===== config.mk =====
export PLATFORM = sky130hd
export DESIGN_NAME = interrupt_cycle_ctrl
export DESIGN_NICKNAME = d
export VERILOG_FILES = /design/src/rtl/interrupt_cycle_ctrl.sv
export SDC_FILE = /design/constraint.sdc
export NUM_CORES = 1
export LEC_CHECK = 0
export CORE_MARGIN = 3
export CORE_UTILIZATION = 36
export CTS_CLUSTER_DIAMETER = 40
export DETAILED_ROUTE_END_ITERATION = 10
export GPL_TIMING_DRIVEN = 0
export PLACE_DENSITY = 0.72
export SYNTH_ARGS = -nofsm -noshare
export SYNTH_HDL_FRONTEND = slang
export SYNTH_SLANG_ARGS = --single-unit

===== constraint.sdc =====
create_clock -name clk -period 1.5 [get_ports clk]
set_clock_uncertainty 0.1 [all_clocks]
set_input_delay 0.15 -clock clk [delete_from_list [all_inputs] [get_ports clk]]
set_output_delay 0.15 -clock clk [all_outputs]
set_load 0.1 [all_outputs]

===== src/rtl/interrupt_cycle_ctrl.sv =====
// Interrupt-cycle sequencer: IEN/R flip-flops, request detect and RT0..RT2 strobes.
// Optional IRQ_MASK_EN adds irq_mask[1:0] to gate FGI/FGO at the R-set decision.
module interrupt_cycle_ctrl #(
    parameter int                SEL_W  = 3,
    parameter logic [SEL_W-1:0]  PC_SEL = SEL_W'(2),
    parameter logic [SEL_W-1:0]  TR_SEL = SEL_W'(6),
    parameter int                CNT_W  = 8
) (
    input  logic             clk,
    input  logic             reset_ic,
    input  logic             fetch_t0,
    input  logic             sc_t012,
    input  logic             fgi,
    input  logic             fgo,
    input  logic             ion,
    input  logic             iof,
`ifdef IRQ_MASK_EN
    input  logic [1:0]       irq_mask,
`endif
    output logic             ien,
    output logic             r_flag,
    output logic             irq_active,
    output logic             clr_ar,
    output logic             load_tr,
    output logic [SEL_W-1:0] bus_sel,
    output logic             mem_write,
    output logic             clr_pc,
    output logic             inc_pc,
    output logic             clr_sc,
    output logic [CNT_W-1:0] irq_count
);

    typedef enum logic [1:0] {IDLE, RT0, RT1, RT2} state_t;
    state_t state;
    logic   req;

`ifdef IRQ_MASK_EN
    assign req = (fgi & irq_mask[0]) | (fgo & irq_mask[1]);
`else
    assign req = fgi | fgo;
`endif

    always_ff @(posedge clk) begin
        if (!reset_ic) begin
            state     <= IDLE;
            ien       <= 1'b0;
            r_flag    <= 1'b0;
            irq_count <= '0;
        end else begin
            // RT2 clear beats iof, which beats ion
            if (state == RT2)  ien <= 1'b0;
            else if (iof)      ien <= 1'b0;
            else if (ion)      ien <= 1'b1;

            if (state == RT2)
                r_flag <= 1'b0;
            else if (state == IDLE && ien && req && !sc_t012)
                r_flag <= 1'b1;

            case (state)
                IDLE: if (r_flag && fetch_t0) state <= RT0;
                RT0:  state <= RT1;
                RT1:  state <= RT2;
                RT2: begin
                    state <= IDLE;
                    if (irq_count != {CNT_W{1'b1}}) irq_count <= irq_count + 1'b1;
                end
                default: state <= IDLE;
            endcase
        end
    end

    // Strobes decode the current state so they line up with it in the same cycle
    assign irq_active = (state != IDLE);
    assign clr_ar     = (state == RT0);
    assign load_tr    = (state == RT0);
    assign mem_write  = (state == RT1);
    assign clr_pc     = (state == RT1);
    assign inc_pc     = (state == RT2);
    assign clr_sc     = (state == RT2);

    always_comb begin
        bus_sel = '0;
        case (state)
            RT0:     bus_sel = PC_SEL;
            RT1:     bus_sel = TR_SEL;
            default: bus_sel = '0;
        endcase
    end

endmodule


# Word-level counts from Yosys, hierarchy flattened
# Cells that the tools add are included.
[word_totals] reg_bits=12 in_bits=8 output_inout_bits=20 wordCells=25
[classes] addsub=1 eq_ne=5 n_mux=3 n_bitwise=2 reduce_logical=10
[ops] op="8-bit by 1-bit adder with 8-bit output, second input constant" n=1
[ops] op="8-bit != test, second input constant" n=1
[ops] op="2-bit case mux with 4 select lines" n=1
[ops] op="3-bit case mux with 2 select lines" n=1
[ops] op="2-bit equality test, second input constant" n=2
[ops] op="1-bit logical AND" n=4
[ops] op="3-bit OR reduction" n=1
[ops] op="2-bit by 1-bit equality test with 1-bit output, second input constant" n=1
[ops] op="2-bit logical NOT" n=1
[ops] op="2-bit two-way mux" n=1
[ops] op="2-bit by 1-bit != test with 1-bit output, second input constant" n=1
[ops] op="2-bit AND reduction" n=1
[ops] op="2-bit nonzero test" n=1
[ops] op="2-bit OR reduction" n=1
[ops] op="1-bit logical NOT" n=1
[ops] op="1-bit inverter" n=1
[ops] op="1-bit bitwise OR" n=1

# Logic depth before layout (Yosys ltp)
# Gate-level depths: netlist of run 1.
[logic_depth] ltp_word=4 mapped_depth=5 ltp_nobuf=5

# Worst setup path before layout of run 1
# OpenSTA, ideal clock, no wires.
[synth_path] path_type="register to register" from="register state[1]" to="register irq_count[6]" setup_ns=0.091 arrival_ns=1.971 required_time_ns=1.309 setup_slack_ns=-0.662 stages_incl_launch_ff=5 path_buffers=0 period_less_slack_ns=2.162 cell_sequence="dfxtp_1 > ha_1 > and3_4 > a41oi_1 > a311oi_1"
[synth_via] elab_chain_cells=2
[synth_lines] item="start: declaration" line_no="34" rtl="state_t state;"
[synth_lines] item="start signal: assignment" line_no="45" rtl="state <= IDLE;"
[synth_lines] item="start signal: assignment" line_no="61" rtl="IDLE: if (r_flag && fetch_t0) state <= RT0;"
[synth_lines] item="start signal: assignment" line_no="62" rtl="RT0: state <= RT1;"
[synth_lines] item="2-bit equality test"
[synth_lines] item="via clr_sc" line_no="29" rtl="output logic clr_sc,"
[synth_lines] item="2-bit AND reduction (no line)"
[synth_lines] item="end signal: assignment" line_no="66" rtl="if (irq_count != {CNT_W{1'b1}}) irq_count <= irq_count + 1'b1;"
[synth_lines] item="end: declaration" line_no="30" rtl="output logic [CNT_W-1:0] irq_count"
# The timed path passes the listed nets, and every way through them passes these cells.
# A chain may end at the register's enable or synchronous reset.

# Worst setup path after layout of run 1
[layout_path] from="register state[1]" to="output port mem_write"
[layout_via] elab_chain_cells=1
[layout_lines] item="2-bit equality test" line_no="77" rtl="assign mem_write = (state == RT1);"
[layout_lines] item="end: declaration" line_no="26" rtl="output logic mem_write,"
# Every way passes these cells.

==> results of run 1 <==
worst max-delay path, delay by kind of cell (launching register included):
family	cells	cell delay (ps)
buf+inv	3	410
flops	1	370
fa+ha+maj	1	160
layout by cell type, fill, tap and decap left out, types with 4 or more instances in the layout:
master / Yosys / routed
buf_4: 6 / 8
dfxtp_4: 0 / 8
clkdlybuf4s50_1: 0 / 7
clkdlybuf4s15_2: 0 / 5
inv_1: 6 / 4
nand2_1: 4 / 4
ha_4: 0 / 4
dfxtp_2: 0 / 4
buf_6: 0 / 4
registers in the layout, summed over array words and instances, names as in the netlist:
register   cells
state          2
irq_count      8
ien            1
r_flag         1
stage by stage:
stage	total power, mW	utilization	setup TNS [ps]	hold WS [ps]	setup WS, ps
2_1_floorplan	1.13	-	-361	121	-121
3_3_place_gp	1.29	0.627	-7420	393	-651
3_5_place_dp	1.30	0.627	-7710	398	-678
4_1_cts	1.59	0.667	-164	314	-76.1
5_1_grt	1.76	0.693	-36.0	327	-13.3
6_report	1.68	0.693	0	322	34.3
worst max-delay path by stage:
stage | from | endpoint | cells after the start
detailed placement | state[0] | mem_write | 4
finish | state[1] | mem_write | 4
CTS | state[0] | mem_write | 4
floorplan | state[0] | bus_sel[2] | 3
global route | state[1] | mem_write | 4
global placement | state[1] | bus_sel[1] | 3
what timing repair did:
item                                    in CTS  in global routing
hold endpoints to repair                     0                  0
gates resized for setup                    100                 17
pin swaps                                    1                  1
buffers inserted                             0                  1
endpoints found under the setup margin      21                 15
kinds of logic (layout without fill, tap and decap cells):
kind of cell,Yosys count,after routing
buffers and inverters,12,42
adder cells (fa/ha/maj),6,6
multiplexers,3,3
AO/OA/AOI/OAI,17,17
flip-flops,12,12
AND/OR/NAND/NOR,19,19
other,1,1
metal layers:
layer  share of wire  wire [um]
met5               0          0
met4          0.0037          6
met3           0.079        129
met2            0.48        784
met1            0.44        722
power by group through the flow:
| stage | Clock, mW | Combinational, mW | Sequential, mW |
|---|---|---|---|
| after global placement | 0 | 0.918 | 0.368 |
| final | 0.195 | 1.11 | 0.377 |
| after detailed placement | 0 | 0.925 | 0.371 |
| after floorplan | 0 | 0.731 | 0.394 |
| after global routing | 0.227 | 1.15 | 0.382 |
| after CTS | 0.202 | 1.02 | 0.369 |
layout make-up:
| type | instances | share of cell area |
|---|---|---|
| Multi-Input combinational cell | 46 | 0.374 |
| Buffer | 6 | 0.0403 |
| Timing Repair Buffer | 27 | 0.270 |
| Inverter | 6 | 0.0224 |
| Tap cell | 24 | 0.0269 |
| Sequential cell | 12 | 0.246 |
| Clock buffer | 3 | 0.0202 |
==> reports/metrics.cfg, run 1 <==
[synth]
yosys_warnings = 0
synth-simple-area-share = 0.179
synth_top_family_by_area = compound AO/OA/AOI/OAI gates
yosys.area.top_type_share = 0.365
synth_fp_nets = 84
synth_top_flop_cell = dfxtp_1
synthAdderAreaFrac = 0.114
synthMuxAreaShare = 0.0456
yosysTopAreaCell = dfxtp_1
syn_area_per_cell_um2 = 9.40
yosysSeqAreaShare = 0.365
ys_seq_elements = 12
ys_types = 33
syn_inst = 70
synthXorXnorAreaFrac = 0
synth_edf_count = 0
ys_top_cells_by_count = 12 x dfxtp_1, 6 x buf_4, 6 x ha_1, 6 x inv_1, 4 x nand2_1
synth_compound_area_frac = 0.188
netlist_area_um2 = 658
synthTopCellsByArea = dfxtp_1 37%, ha_1 11%, buf_4 6.8%, mux2i_1 4.6%, inv_1 3.4%
yosysMostFrequentCell = dfxtp_1
ys_async_sr_fraction = 0

[status]
status = finished, final reports clean

[setup_path]
worst-setup-path-type = flip-flop to output pin
r2r_setup_slack_ps = 130
critPathCaptureType = output pin
crit_required_ps = 1250
critical-path-max-stage-delay_ps = 370
slowest_stage = dfxtp_4
crit_path_start_kind = flip-flop
arrival_ps = 1220
r2r-end = irq_count[6]
path_cells = buf_6 -> ha_4 -> buf_4 -> buf_12
cp_max_fo = 4
reg2reg_from = state[1]
r2r_cells = 4

[placed_design]
dp_cells = 120
dpl.hpwl_mm = 1.21
post_dp_cell_area_um2 = 1010
io_buffers = 26
place.gp.congestion = 0.741

[worst_hold_path]
hold_class = input pin to flip-flop
min_to = ien
hp-start = iof
worstHoldPathCells = 2

[grt]
grt_first_pass_wirelength_mm = 2.79
use_met3 = 0.0767
grt-ovfl-total = 0
grt_use_total = 0.152
grt_max_degree = 10
use_met2 = 0.249
antenna_found_initial = 0
busiest_layer = met2
use_met1 = 0.172
first_global_vias = 616

[floorplanning]
num_io_pins = 28
start_util = 0.408
core-area_um2 = 1610
die_y_um = 48.8
die_x_um = 48.8
num_rows = 14
dieArea_um2 = 2380

[routing]
firstDrtPassIters = 4
vias = 610
wl_mm = 1.64
ant_nets = 0
via_per_inst = 4.92
drc = 0
drtIter0Drc = 7
wl_per_cell_um = 13.3

[power]
p_sw_frac = 0.525
p_seq_frac = 0.225
power_density_nw_per_um2 = 1500
internal_power_mw = 0.798
power.share.combinational = 0.659
ir_drop_uv = 1790
p_clk_frac = 0.116
leakage_nw = 0.455
power.switching_mw = 0.880

[run]
maxCapViolCount = 0

[timing]
rsz0062_at_grt = true
finalCritPeriodShare = 0.977
slew_headroom = 0.638
layout_min_cycle_time_ps = 1470
final_max_slew_viol_count = 0
fmax_mhz = 682
finalHoldViolCount = 0
tightest_slew_ps = 546
setup_viol = 0

[clock_network]
htreeDepth = 1
cts-root-buf = clkbuf_4
clk_latency_ps = 270
clkTransAtPathRegs_ps = 70
ctsHoldBuffers = 0
cts_tree = yes
clk_path_buf_depth = 2
cts_buffers = 3
clock-sinks = 12

[cells_and_area]
seq_area_um2 = 275
syn_to_final_growth_pct = 69.8
design_area_um2 = 1120
insertedDiodeCount = 0
nFillCells = 131
final_cells = 124
multi_input_area_um2 = 418
layout.nets = 116
drive_above_1_share = 0.540

No activity file was read; power rests on OpenSTA's default activity.
==> run 2, diff against run 1 <==
CORE_UTILIZATION = 30   (was 36)
PLACE_DENSITY = 0.62   (was 0.72)
==> reports/metrics.cfg, run 2 (synthesis gave the netlist of run 1 again) <==
[setup_path]
crit_required_ps = 1250
cp_top_family = buffers and inverters
cp.depth = 1
slowest_stage = clkdlybuf4s15_2
crit_path_start_kind = flip-flop
r2r_cells = 5
path_cells = clkdlybuf4s15_2
critPathCaptureType = output pin
worst-setup-path-type = flip-flop to output pin
critical-path-max-stage-delay_ps = 560
worst-path-buf-inv = 1
cp_max_fo = 6
arrival_ps = 1210

[timing]
layout_min_cycle_time_ps = 1460
setup_viol = 0
slew_headroom = 0.638
finalCritPeriodShare = 0.970
finalHoldViolCount = 0
fmax_mhz = 687
final_max_slew_viol_count = 0
setup_ws_ps = 44.7
tightest_slew_ps = 545

[placed_design]
io_buffers = 26
post_dp_cell_area_um2 = 1010
dpl.hpwl_mm = 1.17
place.gp.congestion = 0.751
pre_cts_ws_ps = -670

[clock_network]
clk_path_buf_depth = 2
clkTransAtPathRegs_ps = 80
htreeDepth = 1
cts_setup_buffers = 0
cts_buffers = 3
cts_tree = yes
cts-root-buf = clkbuf_4
clk_latency_ps = 270
clock-sinks = 12

[routing]
drc = 0
wl_per_cell_um = 12.2
drtIter0Drc = 5
ant_nets = 0
via_per_inst = 4.91
wl_mm = 1.56
firstDrtPassIters = 4
vias = 624

[floorplanning]
die_x_um = 52.8
num_io_pins = 28
dieArea_um2 = 2790
die_y_um = 52.8
core-area_um2 = 2020
num_rows = 16
start_util = 0.325

[cells_and_area]
seq_area_um2 = 273
layout.nets = 115
syn_to_final_growth_pct = 68.4
largest_register_ffs = 8
top_register = irq_count
nFillCells = 192
design_area_um2 = 1110
reg.largest.list = irq_count: 8 flops, state: 2 flops
multi_input_area_um2 = 403
drive_above_1_share = 0.520
final_cell_mix = 9 x buf_4, 8 x clkdlybuf4s15_2, 7 x clkdlybuf4s50_1, 7 x dfxtp_4, 5 x dfxtp_2
insertedDiodeCount = 0
final_common_cell = buf_4

[status]
status = finished, final reports clean

[grt]
grt_use_total = 0.119
grt_first_pass_wirelength_mm = 2.42
antenna_found_initial = 0
first_global_vias = 534
grt-ovfl-total = 0
grt_max_degree = 10

[power]
power_density_nw_per_um2 = 1520
leakage_nw = 0.444
ir_drop_uv = 1060
p_total_mw = 1.68

[worst_hold_path]
worstHoldPathCells = 2
hold_class = input pin to flip-flop

[run]
maxCapViolCount = 0

run 2: final timing paths:
kind                      from           end  slack [ps]
hold / removal             iof           ien         330
setup / recovery  irq_count[2]  irq_count[2]          40
setup reg to reg      state[0]      state[1]         110
hold reg to reg            ien           ien         410
run 2: what timing repair did:
action,CTS,global route
hold buffers,0,0
setup endpoints to repair,21,11
resized for setup,98,10
run 2: final cells by class:
class,instances,area share
clock buffer,4,0.0327
tap,27,0.0305
multi-input combinational,46,0.363
buffer,6,0.0406
sequential,12,0.246
inverter,6,0.0203
timing repair buffer,26,0.266
run 2: power by group:
| part | switching, mW | total (mW) | internal [mW] |
|---|---|---|---|
| sequential | 0.0315 | 0.366 | 0.335 |
| clock | 0.108 | 0.256 | 0.147 |
| combinational | 0.723 | 1.06 | 0.339 |
| total | 0.863 | 1.68 | 0.822 |
run 2: metal layers:
| layer | global-route usage | vias up | routed length (um) |
|---|---|---|---|
| met5 | 0 | - | 0 |
| met4 | 0.0638 | 0 | 17 |
| met3 | 0.0171 | 2 | 54 |
| met2 | 0.188 | 13 | 773 |
| met1 | 0.153 | 294 | 709 |
| li1 | - | 315 | - |
run 2: per-stage QoR:
stage | std cells | utilization | setup TNS (ps) | hold slack (ps)
5_1_grt | 127 | 0.548 | -1.15 | 320
4_1_cts | 127 | 0.535 | -33.4 | 316
2_1_floorplan | 70 | - | -361 | 121
6_report | 127 | 0.548 | 0 | 331
3_3_place_gp | 123 | 0.502 | -7400 | 393
3_5_place_dp | 123 | 0.502 | -7460 | 401
==> run 3, diff against run 2 <==
CORE_UTILIZATION = 36   (was 30)
PLACE_DENSITY = 0.72   (was 0.62)
==> results of run 3 <==
No change in the layout: final DEF, timing and power equal those of run 1.
